### src/rtl/rc5_key_sched_if.sv
// Bus between the RC5-32/12/16 key-expansion engine and its user.
// Key load is a one-cycle strobe; the table is qualified by keyex_vld.
interface rc5_key_sched_if;
  logic [127:0] key;
  logic         key_en;
  logic [831:0] keyex;
  logic         keyex_vld;
  logic         busy;
  logic         done;
  logic [1:0]   state;

  modport master (
    output key, key_en,
    input  keyex, keyex_vld, busy, done, state
  );

  modport slave (
    input  key, key_en,
    output keyex, keyex_vld, busy, done, state
  );
endinterface

### src/rtl/rc5_key_sched.sv
// RC5-32/12/16 key expansion: 78 mixing steps, one per clock, producing the
// 26-word S table as a packed bus with S[0] in the top word.
module rc5_key_sched #(
  parameter logic [31:0] P32 = 32'hB7E15163,
  parameter logic [31:0] Q32 = 32'h9E3779B9
) (
  input  logic           i_clk,
  input  logic           i_rst_n,
  rc5_key_sched_if.slave bus
);

  localparam logic [1:0] ST_IDLE = 2'd0;
  localparam logic [1:0] ST_MIX  = 2'd1;
  localparam logic [1:0] ST_DONE = 2'd2;

  localparam logic [6:0] LAST_STEP = 7'd77;
  localparam logic [4:0] LAST_IDX  = 5'd25;

  logic [31:0] s_q [26];
  logic [31:0] l_q [4];
  logic [31:0] a_q, b_q;
  logic [4:0]  i_q;
  logic [1:0]  j_q;
  logic [6:0]  step_q;
  logic [1:0]  state_q;
  logic        done_q;
  logic        vld_q;

  logic [31:0] l_init [4];
  logic [31:0] a_sum, a_new, b_sum, ab_sum, b_new;
  logic [63:0] b_rot;

  function automatic logic [31:0] s_init(input int n);
    return P32 + Q32 * 32'(n);
  endfunction

  // Little-endian word packing: byte k sits at key[127-8k -: 8].
  always_comb begin
    for (int j = 0; j < 4; j++) begin
      l_init[j] = {bus.key[127-8*(4*j+3) -: 8], bus.key[127-8*(4*j+2) -: 8],
                   bus.key[127-8*(4*j+1) -: 8], bus.key[127-8*(4*j)   -: 8]};
    end
  end

  always_comb begin
    a_sum  = s_q[i_q] + a_q + b_q;
    a_new  = {a_sum[28:0], a_sum[31:29]};
    b_sum  = l_q[j_q] + a_new + b_q;
    ab_sum = a_new + b_q;
    // Doubling the word makes a left rotate a plain shift; amount 0 is identity.
    b_rot  = {b_sum, b_sum} << ab_sum[4:0];
    b_new  = b_rot[63:32];
  end

  always_ff @(posedge i_clk or negedge i_rst_n) begin
    if (!i_rst_n) begin
      for (int k = 0; k < 26; k++) s_q[k] <= '0;
      for (int k = 0; k < 4; k++)  l_q[k] <= '0;
      a_q     <= '0;
      b_q     <= '0;
      i_q     <= '0;
      j_q     <= '0;
      step_q  <= '0;
      state_q <= ST_IDLE;
      done_q  <= 1'b0;
      vld_q   <= 1'b0;
    end else begin
      done_q <= (state_q == ST_DONE);
      if (bus.key_en) begin
        for (int k = 0; k < 26; k++) s_q[k] <= s_init(k);
        for (int k = 0; k < 4; k++)  l_q[k] <= l_init[k];
        a_q     <= '0;
        b_q     <= '0;
        i_q     <= '0;
        j_q     <= '0;
        step_q  <= '0;
        vld_q   <= 1'b0;
        state_q <= ST_MIX;
      end else begin
        case (state_q)
          ST_MIX: begin
            s_q[i_q] <= a_new;
            l_q[j_q] <= b_new;
            a_q      <= a_new;
            b_q      <= b_new;
            i_q      <= (i_q == LAST_IDX) ? 5'd0 : i_q + 5'd1;
            j_q      <= j_q + 2'd1;
            step_q   <= step_q + 7'd1;
            if (step_q == LAST_STEP) state_q <= ST_DONE;
          end
          ST_DONE: begin
            vld_q   <= 1'b1;
            state_q <= ST_IDLE;
          end
          default: state_q <= ST_IDLE;
        endcase
      end
    end
  end

  always_comb begin
    bus.keyex = '0;
    for (int k = 0; k < 26; k++) bus.keyex[32*(26-k)-1 -: 32] = s_q[k];
  end

  assign bus.keyex_vld = vld_q;
  assign bus.done      = done_q;
  assign bus.busy      = (state_q != ST_IDLE);
  assign bus.state     = state_q;

endmodule

### src/flat_wrapper.sv
// flat-port wrapper written by rule: the top's interface ports become plain ports
module rc5_key_sched_flat 
#(
  parameter logic [31:0] P32 = 32'hB7E15163,
  parameter logic [31:0] Q32 = 32'h9E3779B9
)
  (i_clk, i_rst_n, bus_key, bus_key_en, bus_keyex, bus_keyex_vld, bus_busy, bus_done, bus_state);
  rc5_key_sched_if bus_i ();
  input  logic i_clk;
  input  logic i_rst_n;
  input wire logic [$bits(bus_i.key)-1:0] bus_key;
  input wire logic [$bits(bus_i.key_en)-1:0] bus_key_en;
  output wire logic [$bits(bus_i.keyex)-1:0] bus_keyex;
  output wire logic [$bits(bus_i.keyex_vld)-1:0] bus_keyex_vld;
  output wire logic [$bits(bus_i.busy)-1:0] bus_busy;
  output wire logic [$bits(bus_i.done)-1:0] bus_done;
  output wire logic [$bits(bus_i.state)-1:0] bus_state;
  assign bus_i.key = bus_key;
  assign bus_i.key_en = bus_key_en;
  assign bus_keyex = bus_i.keyex;
  assign bus_keyex_vld = bus_i.keyex_vld;
  assign bus_busy = bus_i.busy;
  assign bus_done = bus_i.done;
  assign bus_state = bus_i.state;
  rc5_key_sched #(.P32(P32), .Q32(Q32)) u_core (.i_clk(i_clk), .i_rst_n(i_rst_n), .bus(bus_i));
endmodule
### config.mk
export PLATFORM = sky130hd
export DESIGN_NAME = rc5_key_sched_flat
export DESIGN_NICKNAME = d
export VERILOG_FILES = /design/src/rtl/rc5_key_sched_if.sv /design/src/rtl/rc5_key_sched.sv /design/src/flat_wrapper.sv
export SDC_FILE = /design/constraint.sdc
export NUM_CORES = 2
export LEC_CHECK = 0
export BUFFER_PORTS_ARGS = -buffer_cell sky130_fd_sc_hd__clkbuf_2
export CAP_MARGIN = 20
export CORE_AREA = 5 5 377 379
export CTS_CLUSTER_DIAMETER = 80
export DETAILED_ROUTE_END_ITERATION = 10
export DIE_AREA = 0 0 382 384
export SYNTH_ARGS = -nofsm -noshare
export SYNTH_HDL_FRONTEND = slang
export SYNTH_SLANG_ARGS = --single-unit
### constraint.sdc
create_clock -name i_clk -period 22.9 [get_ports i_clk]
set_clock_uncertainty 0.15 [all_clocks]
set_input_delay 4.58 -clock i_clk [delete_from_list [all_inputs] [get_ports i_clk]]
set_output_delay 4.58 -clock i_clk [all_outputs]
set_load 0.03 [all_outputs]
# Word level (Yosys, flattened, before mapping)
# Cells that the tools add are included.
# totals
ff_bits,1042
output_inout_bits,837
inputBits,131
word_cells,95
# op_classes
reduce_logical,5
n_shift,1
n_bitwise,2
magnitude_cmp,4
n_addsub,8
muxes,32
eq_ne,5
# ops
operator,count
$mux 832,2
$bwmux 832,1
$mux 32,10
$mux 128,2
$bmux 32 s5,1
$demux 32 s5,1
$add 32x32->32,4
$bwmux 128,1
$bmux 32 s2,1
$demux 32 s2,1
$shl 64x5->64,1
$mux 5,3
$mux 7,2
$mux 2,5
$add 7x1->7 const B,1
$eq 7x7->1 const B,1
$ge 6x6->1 const B,1
$lt 6x1->1 const B,1
$not 5->6,1
$reduce_bool 2->1,3
$add 5x1->5 const B,1
$add 5x5->5,1
$eq 5x5->1 const B,1
$ge 3x3->1 const B,1
other kinds (8),10

# Longest topological paths before layout
# depth
ltp_word,12
depth_mapped,42
depth_no_buf,37

# Least setup slack after synthesis
# OpenSTA, ideal clock, no wires.
# synth_path
path_kind,register to register
from,register u_core.i_q[0]
to,register u_core.b_q[31]
synth_period_minus_slack_ns,10.703
stages_incl_launch_ff,40
path_buffers,6
arrival_ns,10.412
t_required_ns,22.608
slack_ns,12.197
path_cell_list,dfrtp_1 buf_2 buf_1 clkbuf_1 buf_2 buf_1 mux2i_1 o22ai_1 a21oi_1 o221ai_1 fa_1 ha_1 fa_1 a21oi_1 nor2_1 o31ai_1 nand4b_1 a31oi_1 (+4 left out) xnor2_1 inv_1 buf_2 fa_1 inv_1 ha_1 a21o_1 a21oi_1 o211ai_2 a211oi_2 nor4_1 or4_1 or3_1 mux2_2 a221oi_2 a21oi_1 a21oi_2 a211oi_1
# synth_between
elab_chain_len,11
word_cells_on_any_way,12
cone_classes,add/sub: 5; shift: 1; mux: 5; bitwise: 1
# synth_lines
item,line_no,text
start: declaration,rc5_key_sched.sv:22,logic [4:0] i_q;
start signal: assignment,rc5_key_sched.sv:86,i_q <= (i_q == LAST_IDX) ? 5'd0 : i_q + 5'd1;
$not 5->6 (implied by the code) *,rc5_key_sched.sv:46,a_sum = s_q[i_q] + a_q + b_q;
$bmux 32 s5 *,rc5_key_sched.sv:46,
$mux 32 (implied by the code) * (2 in series),rc5_key_sched.sv:46,
$add 32x32->32 * (2 in series),rc5_key_sched.sv:46,
$add 32x32->32 (2 in series),rc5_key_sched.sv:48,b_sum = l_q[j_q] + a_new + b_q;
$shl 64x5->64 *,rc5_key_sched.sv:51,"b_rot = {b_sum, b_sum} << ab_sum[4:0];"
$mux 32 *,rc5_key_sched.sv:80,case (state_q)
$mux 32 *,rc5_key_sched.sv:69,if (bus.key_en) begin
end signal: assignment,rc5_key_sched.sv:85,b_q <= b_new;
end: declaration,rc5_key_sched.sv:21,"logic [31:0] a_q, b_q;"
# Every way passes the cells marked *; elsewhere a longest branch is shown, timed or not. The select of a mux whose other input is x is not followed.
# A chain may end at the register's enable or synchronous reset.

# Worst setup path after layout
# layout_path
from,register u_core.i_q[0]
to,register u_core.b_q[0]
# Same word-level chain as after synthesis.

==> flow_summary.ini <==
[drt]
antenna_left = 0
wl_um = 325000
drc = 0
routed_via_density = 6.66
wl_per_cell_um = 38.7
vias = 56000
drt_iter0_drc = 9030
drtPass1Iterations = 8

[logic_synthesis]
synthArstFlopShare = 1.00
ys_warn_count = 0
ys_types = 93
synth_nets = 5913
yosys_register_bits = 1042
synth_enable_flop_cells = 0
synthesis.area_um2 = 54800
yosysSeqAreaShare = 0.476
synth_area_per_cell_um2 = 9.71
synth-main-ff-cell = dfrtp_1
syn_inst = 5643

[sta]
setup_viol = 0
max_freq_mhz = 74.3
period_share = 0.588
slew_headroom = 0.110
hold_violations = 0
final.min_clock_period_ps = 13460
worst_slew_pin_slew_ps = 1330
rsz0062_at_grt = no
setup-tns-final_ps = 0
slew_viol_final = 0

[clock_tree]
clk-insertion-delay-late_ps = 780
ctsResizeCount = 0
cts_tree = done
clkSinkCount = 1042
clock-root-buffer = clkbuf_16
cts_buffer_depth = 3
cts_buffers = 116
ctsHoldBuffers = 0
clk_pin_slew_worst_paths_ps = 60
htree_levels = 3
post_cts_buffers = 0

[setup_path]
path_class = flip-flop to flip-flop
arrival_ps = 13970
slowest_delay_ps = 1030
cp_max_fo = 38
endpoint_kind = flip-flop
ff2ff_setup_slack_ps = 9440
slowest_stage = dfrtp_4
crit_path_start_kind = flip-flop
required_ps = 23410
r2r-end = u_core.b_q[0]
reg2reg_from = u_core.i_q[0]
ff2ff_path_depth = 34

[placed_design]
dpl.hpwl_um = 248000
place_area_um2 = 62000
gp_congestion = 1.01
io_buffer_count = 967

[floorplanning]
core_um2 = 139000
initial_core_util = 0.396
io_pins = 968
rows = 137
die_h_um = 384
die_area_um2 = 147000
die_w_um = 382

[final_layout]
multi_input_area_um2 = 26700
final_cell_mix = dfrtp_1 (1036), clkbuf_2 (965), nand2_1 (736)
nets = 6749
area_delta_synth_final_pct = 20.9
register_area_um2 = 26100
fill_cells = 13300
stdcell_area_um2 = 66200
drive_above_1_share = 0.257
final_common_cell = dfrtp_1

[grt]
grt_max_degree = 180
grt_overflow = 0
grt_pass1_wl_um = 438000
grtUsageTotal = 0.427
grt_pass1_vias = 51600
antenna_found_initial = 26

[min_path]
hold_end = u_core.bus.keyex_vld
min_from = u_core.bus.keyex_vld
worstHoldPathCells = 2
hp-class = flip-flop to flip-flop

[status]
outcome = finished, final reports clean

[flow_run]
max_cap_violations = 0
final cells by class:
type / count / share of cell area
clock buffers: 165 / 0.0502
clock inverters: 54 / 0.0104
repair buffers: 1142 / 0.0966
inverters: 188 / 0.0107
well taps: 1807 / 0.0341
multi-input cells: 3989 / 0.404
diodes: 10 / 0.000378
flip-flops and latches: 1042 / 0.394
stage by stage:
step	instances	hold slack, ps	util	worst slack, ps
finish	8397	356	0.478	9440
global route	8387	374	0.478	9110
detailed placement	8157	342	0.448	9910
global placement	8151	333	0.447	9880
floorplan	5643	331	-	12200
CTS	8376	356	0.477	9850
worst max-delay path: cells and delay by family (launching register included):
kind            cells  cell delay [ps]
simple gates        6             1620
buf+inv             4             1560
mux                 2              940
fa+ha+maj           5             2290
compound gates     16             5580
flops               1             1030
xor+xnor            1              130
layer usage:
layer / vias up / wire [um] / track usage / part of all wire
met3: 933 / 49800 / 0.177 / 0.15
met5: - / 165 / 0 / 0.00051
met1: 28200 / 118000 / 0.556 / 0.36
met2: 5027 / 131000 / 0.593 / 0.40
met4: 24 / 25400 / 0.255 / 0.078
li1: 21800 / - / - / -
how the worst max path moves through the flow:
stage	to	slack, ps	cells after the start	from
final	u_core.b_q[0]	9440	34	u_core.i_q[0]
after global placement	u_core.b_q[0]	9880	34	u_core.i_q[0]
after detailed placement	u_core.b_q[0]	9910	34	u_core.i_q[0]
after CTS	u_core.b_q[0]	9850	34	u_core.i_q[0]
after floorplan	u_core.b_q[31]	12200	39	u_core.i_q[0]
after global routing	u_core.b_q[0]	9110	34	u_core.i_q[0]
Yosys cell counts, types with 12 or more instances:
library cell	count	area (um^2)
dfrtp_1	1042	26100
nand2_1	737	2770
a21oi_1	693	3470
nor2_1	670	2510
o21ai_0	419	2100
clkbuf_1	338	1270
mux4_2	210	4730
inv_1	181	679
mux2i_1	108	1080
and3_1	89	557
nand3_1	85	425
ha_1	74	926
buf_1	65	244
fa_1	65	1300
a22o_1	59	517
o211ai_1	58	435
a211oi_1	52	390
xnor2_1	51	447
nor3_1	42	210
o21ai_1	41	205
o22ai_1	39	244
a21o_1	37	278
or3_1	37	231
a22oi_1	36	270
a31oi_1	36	225
mux2_2	31	349
o221ai_1	25	219
nand4_1	19	119
xor2_1	19	166
a2bb2oi_1	18	158
and2_1	18	113
buf_2	16	80.1
a32o_1	15	150
o22a_1	13	114
o31ai_1	13	97.6
or2_2	12	75.1
kinds of logic after synthesis:
kind of cell,after synthesis,share of synthesized area
and+or+nand+nor,1757,0.134
AOI/OAI and AO/OA,1671,0.182
DFF,1042,0.476
buffers and inverters,612,0.0425
muxes,351,0.113
adders and majority gates,139,0.0406
xor gates and xnor gates,71,0.0117
flip-flops by register name, indices dropped and copies added, names as in the netlist:
name                  cells
u_core.j_q                2
u_core.b_q               32
u_core.bus.keyex_vld      1
u_core.a_q               32
u_core.l_q              128
u_core.bus.done           1
u_core.step_q             7
u_core.bus.state          2
u_core.i_q                5
u_core.bus.keyex        832
Power is left out: the tool's default activity adds up to more than one toggle a clock period on the data nets, which glitch-free logic cannot reach.
